$ cat src/rtl/noc_vchannel_mux_pkg.sv
// Shared NoC definitions: channel-count limits and the round-robin
// first-request search used by the virtual-channel arbiters.
package optimsoc_noc_pkg;

  localparam int unsigned CHANNELS_MIN = 2;
  localparam int unsigned CHANNELS_MAX = 8;
  localparam int unsigned PTR_MAX_W    = 3;

  typedef logic [CHANNELS_MAX-1:0] ch_vec_t;
  typedef logic [PTR_MAX_W-1:0]    ch_idx_t;

  // One-hot grant of the first set bit of req at or above ptr, wrapping
  // modulo n. Zero when no bit in the low n positions is set.
  function automatic ch_vec_t rr_first(input ch_vec_t req, input ch_idx_t ptr,
                                       input int unsigned n);
    ch_vec_t     grant;
    logic        found;
    int unsigned idx;
    grant = '0;
    found = 1'b0;
    for (int unsigned i = 0; i < CHANNELS_MAX; i++) begin
      if (i < n) begin
        idx = 32'(ptr) + i;
        if (idx >= n) idx = idx - n;
        if (!found && req[idx]) begin
          grant[idx] = 1'b1;
          found      = 1'b1;
        end
      end
    end
    return grant;
  endfunction

endpackage

$ cat src/rtl/noc_vchannel_mux_arb.sv
// Combinational round-robin arbiter: req + search start pointer -> one-hot grant.
module noc_rr_arbiter
  import optimsoc_noc_pkg::*;
#(
  parameter int unsigned N  = 2,
  parameter int unsigned PW = 1
) (
  input  logic [N-1:0]  req,
  input  logic [PW-1:0] ptr,
  output logic [N-1:0]  grant
);

  ch_vec_t req_ext;
  ch_idx_t ptr_ext;
  ch_vec_t grant_full;

  // Widen to the package's fixed search width, search, narrow back.
  always_comb begin
    req_ext         = '0;
    req_ext[N-1:0]  = req;
    ptr_ext         = '0;
    ptr_ext[PW-1:0] = ptr;
    grant_full      = rr_first(req_ext, ptr_ext, N);
    grant           = grant_full[N-1:0];
  end

  if (N < CHANNELS_MAX) begin : g_pad
    logic unused_hi;
    assign unused_hi = ^grant_full[CHANNELS_MAX-1:N];
  end

endmodule

$ cat src/rtl/noc_vchannel_mux.sv
// Virtual-channel multiplexer: merges CHANNELS upstream channels onto one
// physical link with flit-granular round robin over channels that are both
// valid and ready downstream.
// Optional macro NOC_VCMUX_PKT_LOCK_EN: keep a started packet's channel at
// the head of the round robin until its last flit transfers.
module noc_vchannel_mux
  import optimsoc_noc_pkg::*;
#(
  parameter int unsigned FLIT_WIDTH = 32,
  parameter int unsigned CHANNELS   = 2
) (
  input  logic                                 clk,
  input  logic                                 rst,
  input  logic [CHANNELS-1:0][FLIT_WIDTH-1:0]  in_flit,
  input  logic [CHANNELS-1:0]                  in_last,
  input  logic [CHANNELS-1:0]                  in_valid,
  output logic [CHANNELS-1:0]                  in_ready,
  output logic [FLIT_WIDTH-1:0]                out_flit,
  output logic                                 out_last,
  output logic [CHANNELS-1:0]                  out_valid,
  input  logic [CHANNELS-1:0]                  out_ready
);

  localparam int unsigned PTR_W = $clog2(CHANNELS);

  if (CHANNELS < CHANNELS_MIN || CHANNELS > CHANNELS_MAX) begin : g_bad_channels
    $error("noc_vchannel_mux: CHANNELS out of range");
  end

  logic [PTR_W-1:0]    ptr, ptr_next, ptr_inc, grant_idx;
  logic [CHANNELS-1:0] in_pkt, in_pkt_next;
  logic [CHANNELS-1:0] cand, grant;
  logic                any_grant;

  // Candidates need both sides ready; reset masks every request.
  always_comb begin
    cand = in_valid & out_ready & {CHANNELS{rst}};
  end

  noc_rr_arbiter #(
    .N  (CHANNELS),
    .PW (PTR_W)
  ) u_arb (
    .req   (cand),
    .ptr   (ptr),
    .grant (grant)
  );

  // Route the granted channel onto the link; idle link drives zeros.
  always_comb begin
    grant_idx = '0;
    out_flit  = '0;
    out_last  = 1'b0;
    for (int unsigned c = 0; c < CHANNELS; c++) begin
      if (grant[c]) begin
        grant_idx = PTR_W'(c);
        out_flit  = in_flit[c];
        out_last  = in_last[c];
      end
    end
    any_grant = |grant;
    out_valid = grant;
    in_ready  = grant;
  end

  // Next pointer and per-channel packet state after a transfer.
  always_comb begin
    if (grant_idx == PTR_W'(CHANNELS - 1)) ptr_inc = '0;
    else                                   ptr_inc = grant_idx + PTR_W'(1);
    ptr_next    = ptr;
    in_pkt_next = in_pkt;
    if (any_grant) begin
      in_pkt_next[grant_idx] = ~out_last;
`ifdef NOC_VCMUX_PKT_LOCK_EN
      // ptr parks on a channel with an open packet; others may slip in
      // while it is blocked but never move ptr past it.
      if (in_pkt[ptr] && grant_idx != ptr) ptr_next = ptr;
      else if (!out_last)                  ptr_next = grant_idx;
      else                                 ptr_next = ptr_inc;
`else
      ptr_next = ptr_inc;
`endif
    end
  end

  // State register with synchronous active-low reset.
  always_ff @(posedge clk) begin
    if (!rst) begin
      ptr    <= '0;
      in_pkt <= '0;
    end else begin
      ptr    <= ptr_next;
      in_pkt <= in_pkt_next;
    end
  end

`ifndef SYNTHESIS
  logic                                prev_rst;
  logic [CHANNELS-1:0]                 prev_pending;
  logic [CHANNELS-1:0][FLIT_WIDTH-1:0] prev_flit;
  logic [CHANNELS-1:0]                 prev_last;

  // Remember offers that were not taken on the last edge.
  always_ff @(posedge clk) begin
    prev_rst     <= rst;
    prev_pending <= in_valid & ~grant;
    prev_flit    <= in_flit;
    prev_last    <= in_last;
  end

  // An offered but untaken flit must be held unchanged by upstream.
  always_ff @(posedge clk) begin
    for (int unsigned c = 0; c < CHANNELS; c++) begin
      if (rst && prev_rst && prev_pending[c]) begin
        assert (in_valid[c] && in_flit[c] == prev_flit[c] && in_last[c] == prev_last[c])
          else $error("noc_vchannel_mux: channel %0d changed a pending flit", c);
      end
    end
  end
`endif

endmodule

$ cat config.mk
export PLATFORM = sky130hd
export DESIGN_NAME = noc_vchannel_mux
export DESIGN_NICKNAME = d
export VERILOG_FILES = /design/src/rtl/noc_vchannel_mux_pkg.sv /design/src/rtl/noc_vchannel_mux_arb.sv /design/src/rtl/noc_vchannel_mux.sv
export SDC_FILE = /design/constraint.sdc
export NUM_CORES = 1
export LEC_CHECK = 0
export CAP_MARGIN = 25
export CORE_UTILIZATION = 18
export DETAILED_ROUTE_END_ITERATION = 7
export PLACE_DENSITY = 0.84
export SLEW_MARGIN = 20
export SYNTH_ARGS = -nofsm -noshare
export SYNTH_HDL_FRONTEND = slang
export SYNTH_SLANG_ARGS = --single-unit
$ cat constraint.sdc
create_clock -name clk -period 2.1 [get_ports clk]
set_clock_uncertainty 0.2 [all_clocks]
set_input_delay 0.315 -clock clk [delete_from_list [all_inputs] [get_ports clk]]
set_output_delay 0.315 -clock clk [all_outputs]
set_load 0.02 [all_outputs]
# Word-level counts from Yosys, hierarchy flattened
# Cells that the tools add are included.
# W data, S select, Z words.
# totals
register_bits	1
input_bits	72
output_inout_bits	37
# classes
add_sub_neg	4
order_cmp	6
n_mux	19
bitwise_logic	3
reduce_logical	5
# ops
cell	n
$mux W32	4
$ge A32 B1 Y1 const B	2
$lt A32 B4 Y1 const B	2
$ge A32 B2 Y1 const B	1
$sub A32 B2 Y32 const B	1
$mux W1	9
$bmux W1 S3	2
$demux W1 S3	2
$and A2 B2 Y2	2
$mux W2	2
$logic_and A1 B1 Y1	3
$sub A1 B2 Y3 const B	1
$add A1 B1 Y2 const B	1
$ge A1 B2 Y1 const B	1
$or A2 B2 Y2	1
$reduce_or A2 Y1	1
$add A1 B1 Y1 const B	1
$logic_not A1 Y1	1

# Longest topological paths before layout
# Gate-level depths: netlist of the first run.
# depth
depth_word	12
depth_mapped	5

# Cells and area by module
# From an unflattened synthesis of the first run, not the netlist that was laid out.
# unflattened
hier_cells	55
hier_area_um2	447.9
# modules_own_cells
mod	n_inst	cells_each	area_per_inst_um2	seq_area_each_um2
noc_vchannel_mux	1	52	429.2	20.0
noc_rr_arbiter	1	3	18.8	0.0

# Worst setup path after synthesis of the first run
# Ideal clock, no wire load.
# synth_timing
kind	input to output
startpoint	input in_valid[0]
endpoint	output out_flit[15]
arrival_ns	1.128
t_required_ns	1.585
setup_slack_ns	0.457
path_stages	4
path_buffers	1
path_cell_list	nand3_1 -> a31oi_4 -> buf_6 -> a22o_1
# synth_between
elab_chain_cells	10
word_cells_on_any_way	14
# synth_lines
element	line	source
from (decl)	noc_vchannel_mux.sv:16	input logic [CHANNELS-1:0] in_valid,
$and A2 B2 Y2 (*) (2 in a row)	noc_vchannel_mux.sv:37	cand = in_valid & out_ready & {CHANNELS{rst}};
$bmux W1 S3	noc_vchannel_mux_pkg.sv:25	if (!found && req[idx]) begin
$mux W1 (not written as such)	noc_vchannel_mux_pkg.sv:25	
$mux W1	noc_vchannel_mux_pkg.sv:25	
$logic_not A1 Y1	noc_vchannel_mux_pkg.sv:25	
$logic_and A1 B1 Y1	noc_vchannel_mux_pkg.sv:25	
$mux W2 (*)	noc_vchannel_mux_pkg.sv:25	
via in_ready[0]	noc_vchannel_mux.sv:17	output logic [CHANNELS-1:0] in_ready,
$mux W32 (*) (2 in a row)	noc_vchannel_mux.sv:55	if (grant[c]) begin
to (decl)	noc_vchannel_mux.sv:18	output logic [FLIT_WIDTH-1:0] out_flit,
# Mark *: on every way through the listed nets, which the timed path passes. The rest lies on a longest branch. The select of a mux whose other input is x is not followed.

# Final worst setup path of the first run
# layout_timing
startpoint	input in_valid[0]
endpoint	output out_flit[22]
# layout_between
elab_chain_cells	10
word_cells_on_any_way	14
# layout_lines
element	line
$and A2 B2 Y2 (*) (2 in a row)	noc_vchannel_mux.sv:37
$bmux W1 S3	noc_vchannel_mux_pkg.sv:25
$mux W1 (not written as such)	noc_vchannel_mux_pkg.sv:25
$mux W1	noc_vchannel_mux_pkg.sv:25
$logic_not A1 Y1	noc_vchannel_mux_pkg.sv:25
$logic_and A1 B1 Y1	noc_vchannel_mux_pkg.sv:25
$mux W2 (*)	noc_vchannel_mux_pkg.sv:25
$mux W32	noc_vchannel_mux.sv:55
$mux W32 (*)	noc_vchannel_mux.sv:55
# Mark *: on every way between the ends. The rest lies on a longest branch, timed or not. The select of a mux whose other input is x is not followed.

==> summary.txt, run 1 <==
Status
  • Outcome: completed

Layout
  • Largest reg by FF count: ptr
  • Largest regs: ptr x1
  • Most frequent cells in the layout: clkdlybuf4s50_1 (66), a22o_1 (29), buf_4 (17)
  • Area grow syn2layout: 230.9%
  • Most common cell after layout, fill and taps aside: clkdlybuf4s50_1
  • Layout cells sized above 1: 0.3397
  • ANT cells: 0
  • Max reg flops: 1
  • Nets: 230
  • Non-filler cells, final: around 190

Clock network
  • Clk Latency, worst-skew pair: 0 ps
  • CTS clk-pin slew, worst paths: 0 ps
  • Hold-fix buffers at CTS: 0

Drt
  • Drt first pass iters: 2
  • DRC viols: 0
  • Final wirelength: ~2700 µm
  • DR vias: 889
  • Avg WL per Cell: 14.45 µm
  • Initial DRC Count: 1
  • Vias/cell: 4.780
  • Routed Antenna Nets: 0

Hold path
  • Hold path start: ptr
  • Min-Delay Path Class: reg2reg
  • Hold Path End: ptr
  • WHS Path Cells: 1

Floorplanning
  • Initial Util: 0.1894
  • Die width: 53.06 µm
  • Floorplan row count: 18
  • Chip height: 53.06 µm
  • CORE AREA: roughly 2500 µm²
  • Die Area: 2815 µm²
  • Num ports: 109

Power and ir drop
  • Net Switching: ~0.11 mW
  • Clock share of power: 0
  • Sw frac: 0.3328
  • Leak Pwr: 0.6985 nW
  • Pwr Density: roughly 210 nW/µm²
  • Sequential power share: 0.069
  • Comb pwr share: 0.931
  • Internal Power: 0.2193 mW
  • Peak VDD IR: 0.1871 mV

Worst setup path
  • Crit path max-delay family: buffers and inverters
  • Critical Path Max Stage Delay: 270 ps
  • Largest fanout on the critical path: 18
  • Setup CP Type: in2out
  • Worst path cell trace: dlygate4sd2_1 -> nand2_1 -> o2111a_2 -> buf_4 -> buf_12 -> a22o_2 -> buf_2
  • Startpoint class of the critical path: primary input
  • Worst R2R End: ptr
  • Worst r2r path cells: 4
  • Worst R2R Setup Slack: 780 ps
  • CP max-delay cell: o2111a_2
  • CP required: between 1500 and 2000 ps
  • Critical Path AT: 1530 ps
  • CP endpoint kind: primary output
  • R2R Path Start: ptr
  • WP buf/inv: 4

Synth
  • Post-synth top area share: 0.5413
  • Synth Net Count: roughly 120
  • Netlist cell types: 10
  • Post-Syn Area: around 470 µm²
  • Cells after synthesis: 50
  • Sequential cell area fraction in the yosys report: 0.04267
  • Synth area leaders: a22o_1 (54%), buf_6 (17%), a22o_2 (8.5%), buf_4 (4.8%), a31oi_4 (4.5%)
  • Most area-hungry cell type in the Yosys netlist: a22o_1
  • Post-synthesis register bit count: 1
  • Synth warnings: 0
  • Syn Area/Cell: 9.384 µm²

GRT
  • Tot GR Track Use: 0.1684
  • Global-route wire length before repair: 3594 µm
  • GRT overflow: 0
  • Initial antenna violation count: 0
  • Vias in the first global route: 806
  • Largest net degree at the start of global routing: 19

Placement
  • I/O Buffers: 108
  • Gpl congestion: about 0.69
  • # placed instances: 181
  • Pre-CTS setup slack: -541.8 ps
  • Detailed placement HPWL: 2085 µm

STA
  • Setup Viol. Count Final: 0
  • Worst slew margin: 0.8685
  • Fin Setup TNS: 0 ps
  • Slew Limit Fails: 0
  • Final hold viol count: 0
  • Max Freq: slightly below 500 MHz
  • Worst Max-Slew Pin Slew: 197.2 ps
  • Post-route clock period utilization: 0.9758
  • Final WS setup: 50.89 ps
  • RSZ-0062 raised after global routing: false
  • Final min period: ~2000 ps

Flow run
  • Max-cap violations: 0
==> worst register-to-register path: stages, from the launching register on <==
cell	delay, ps
dfxtp_1	370
a31oi_4	130
buf_12	160
buf_16	130
a31o_2	210
==> layout make-up <==
cell class	count	area, µm²
fill	215	924.6
multi-input combinational	39	354.1
sequential	1	20.02
tap	30	37.54
timing repair buffer	116	1141
==> worst max path at each step <==
stage | startpoint | endpoint | slack (ps) | depth (start not counted)
floorplan | in_valid[0] | out_flit[15] | 460 | 4
detailed placement | rst | out_flit[26] | -540 | 6
CTS | in_valid[0] | out_flit[22] | 60 | 7
global route | in_valid[0] | out_last | 30 | 7
finish | in_valid[0] | out_flit[22] | 50 | 7
global placement | rst | out_flit[30] | -500 | 6
==> power groups by stage <==
stage	Sequential, mW	Clock [mW]	Combinational [mW]
after global placement	0.0223	0	0.303
after global routing	0.0227	0	0.323
final	0.0226	0	0.306
after floorplan	0.0223	0	0.105
after detailed placement	0.0226	0	0.308
after CTS	0.0226	0	0.308
==> synth_stat cells (all sizes together) <==
cell type and count:
a22o 33, a31o 1, a31oi 1, buf 10, dfxtp 1, nand2 2
nand3 1, o2111a 1
==> per-stage QoR <==
step	hold WS, ps	instance area, µm²	power, mW	utilization
after global placement	354.4	1546	0.3253	0.6242
final	377.7	1553	0.3287	0.6268
after global routing	390.1	1553	0.3455	0.6268
after detailed placement	381.6	1546	0.3303	0.6242
after CTS	382.7	1553	0.3305	0.6268
after floorplan	266.8	469.2	0.1277	-
==> routing by layer <==
layer | track usage | routed length, µm | up-vias
met5 | 0 | 0 | -
met4 | 0 | 0 | 0
met3 | 0.02299 | 287 | 0
met2 | 0.3376 | 1444 | 61
met1 | 0.1953 | 955 | 399
li1 | - | - | 429
==> cell families (layout without fill, tap and decap cells) <==
| logic type | count (synthesis) | in the layout | synth area share |
|---|---|---|---|
| AO/OA/AOI/OAI | 36 | 36 | 0.7147 |
| flip-flops | 1 | 1 | 0.04267 |
| AND/OR/NAND/NOR | 3 | 3 | 0.02666 |
| buffers and inverters | 10 | 116 | 0.2160 |
==> what timing repair did <==
item,4_1_cts,5_1_grt
resized for setup,170,0
buffers inserted,2,0
hold endpoints to repair,0,0
endpoints found under the setup margin,37,0
No activity file was read; power rests on OpenSTA's default activity.
==> run 2: changes to the inputs <==
- CTS_CLUSTER_DIAMETER: not set -> 120
==> results of run 2 <==
Same layout as run 1: the final DEF is identical, and so are final timing and power.
==> run 3: changes to the inputs <==
- PLACE_DENSITY: 0.84 -> 0.88
- TNS_END_PERCENT: not set -> 1
==> run 3 against run 2 <==
  * Final area shrank 4.8%
  * Hold slack lost 8.4 ps
  * Sequential share of layout area up 0.065 points
  * Utilization shrank 3.0 points
  * Sequential power about the same
  * Worst setup slack gained 87 ps
  * Power decreased by 5.1%
  * Fmax up 4.4%
  * Via count fell by 1.6%
  * Global-route usage down 0.22 points
  * Register-to-register slack gained 40 ps
==> summary.txt, run 3 (synthesized netlist as in run 1, its figures left out) <==
Status
  • Outcome: completed

GRT
  • Global-route wire length before repair: 3581 µm
  • Tot GR Track Use: 0.1663
  • Largest net degree at the start of global routing: 19
  • Initial antenna violation count: 0
  • GRT overflow: 0
  • Vias in the first global route: 813

Drt
  • DR vias: 875
  • Routed Antenna Nets: 0
  • Avg WL per Cell: between 10 and 15 µm
  • DRC viols: 0
  • Vias/cell: approximately 4.7
  • Final wirelength: 2578 µm
  • Initial DRC Count: 2
  • Drt first pass iters: 2

Power and ir drop
  • Clock share of power: 0
  • Leak Pwr: between 0.6 and 0.7 nW
  • Sequential power share: 0.072
  • Net Switching: 0.1073 mW
  • Sw frac: 0.3441
  • Comb pwr share: 0.928
  • Internal Power: 0.2046 mW
  • Pwr Density: 211.1 nW/µm²
  • Peak VDD IR: approximately 0.18 mV
  • Design Power: 0.3119 mW

Layout
  • Layout cells sized above 1: 0.3269
  • Most common cell after layout, fill and taps aside: clkdlybuf4s50_1
  • Final design instance area without fill: 1478 µm²
  • Largest reg by FF count: ptr
  • ANT cells: 0
  • Largest regs: ptr x1
  • Fin util: 0.5965
  • Max reg flops: 1
  • Non-filler cells, final: around 190
  • Area grow syn2layout: 214.9%
  • Most frequent cells in the layout: clkdlybuf4s50_1 (66), a22o_1 (29), buf_2 (28)
  • Nets: 230

Floorplanning
  • Die Area: 2815 µm²
  • Chip height: 53.06 µm
  • CORE AREA: ~2500 µm²
  • Initial Util: 0.1894
  • Floorplan row count: 18
  • Num ports: 109
  • Die width: ~53 µm

Clock network
  • CTS clk-pin slew, worst paths: 0 ps
  • Clk Latency, worst-skew pair: 0 ps

STA
  • Post-route clock period utilization: 0.9345
  • Fin Hold WS: 369.3 ps
  • Worst Max-Slew Pin Slew: around 210 ps
  • Slew Limit Fails: 0
  • Final min period: ~2000 ps
  • Max Freq: between 500 and 600 MHz
  • Final hold viol count: 0
  • Worst slew margin: 0.8587
  • Setup Viol. Count Final: 0
  • RSZ-0062 raised after global routing: false

Placement
  • # placed instances: 181
  • Placed Area: 1546 µm²
  • I/O Buffers: roughly 110
  • Gpl congestion: 0.6437

Worst setup path
  • Setup CP Type: in2out
  • Largest fanout on the critical path: 18
  • CP max-delay cell: o2111a_2
  • CP endpoint kind: primary output
  • Critical Path Max Stage Delay: 310 ps
  • Startpoint class of the critical path: primary input
  • CP required: ~1600 ps
  • Critical Path AT: 1450 ps
  • Worst path cell trace: dlygate4sd2_1 -> nand2_1 -> o2111a_2 -> buf_12 -> a22o_2 -> buf_2

Flow run
  • Max-cap violations: 0

Hold path
  • Min-Delay Path Class: reg2reg
-- run 3: cell types whose count changed in the layout (fill, tap and decap cells not counted), sizes merged --
cell    previous run  this run
bufbuf             2         0
buf               39        41
-- run 3: area by class of cell --
| cell class | count | area (µm²) |
|---|---|---|
| repair buffers | 116 | 1066 |
| fillers | 229 | 999.7 |
| multi-input cells | 39 | 354.1 |
| well taps | 30 | 37.54 |
| flip-flops and latches | 1 | 20.02 |
-- run 3: per-stage QoR --
stage / setup WS, ps / setup TNS [ps]
finish: 137.5 / 0
CTS: 117.5 / 0
global route: 76.13 / 0
floorplan: 456.7 / 0
detailed placement: -560.7 / -18930
global placement: -501.7 / -17020
-- run 3: path summary, 6_finish.rpt --
check,start,to,slack [ps],cells after the start
worst max register to register,ptr,ptr,820,4
worst max-delay path,in_valid[0],out_flit[22],140,6
worst min-delay path,ptr,ptr,370,1
worst min register to register,ptr,ptr,370,1
-- run 3: power by group through the flow --
stage          sequential [mW]  combinational [mW]  clock (mW)
2_1_floorplan           0.0223               0.105           0
5_1_grt                 0.0227               0.307           0
6_report                0.0225               0.289           0
3_5_place_dp            0.0225               0.307           0
4_1_cts                 0.0225               0.292           0
3_3_place_gp            0.0224               0.302           0
-- run 3: worst max-delay path, delay by kind of cell --
family                 cells  cell delay, ps
AOI/OAI and AO/OA          2             510
buffers and inverters      3             550
and+or+nand+nor            1              70
-- run 3: routing by layer --
metal | vias up | GRT usage | share of wire
met5 | - | 0 | 0
met4 | 0 | 0 | 0
met3 | 0 | 0.02874 | 0.13
met2 | 60 | 0.3481 | 0.52
met1 | 384 | 0.1774 | 0.35
li1 | 431 | - | -
-- run 3: repair_timing --
item / in CTS / in global routing
gates resized for setup: 157 / 0
endpoints found under the setup margin: 37 / 0
setup buffers: 3 / 0
hold buffers: 0 / 0
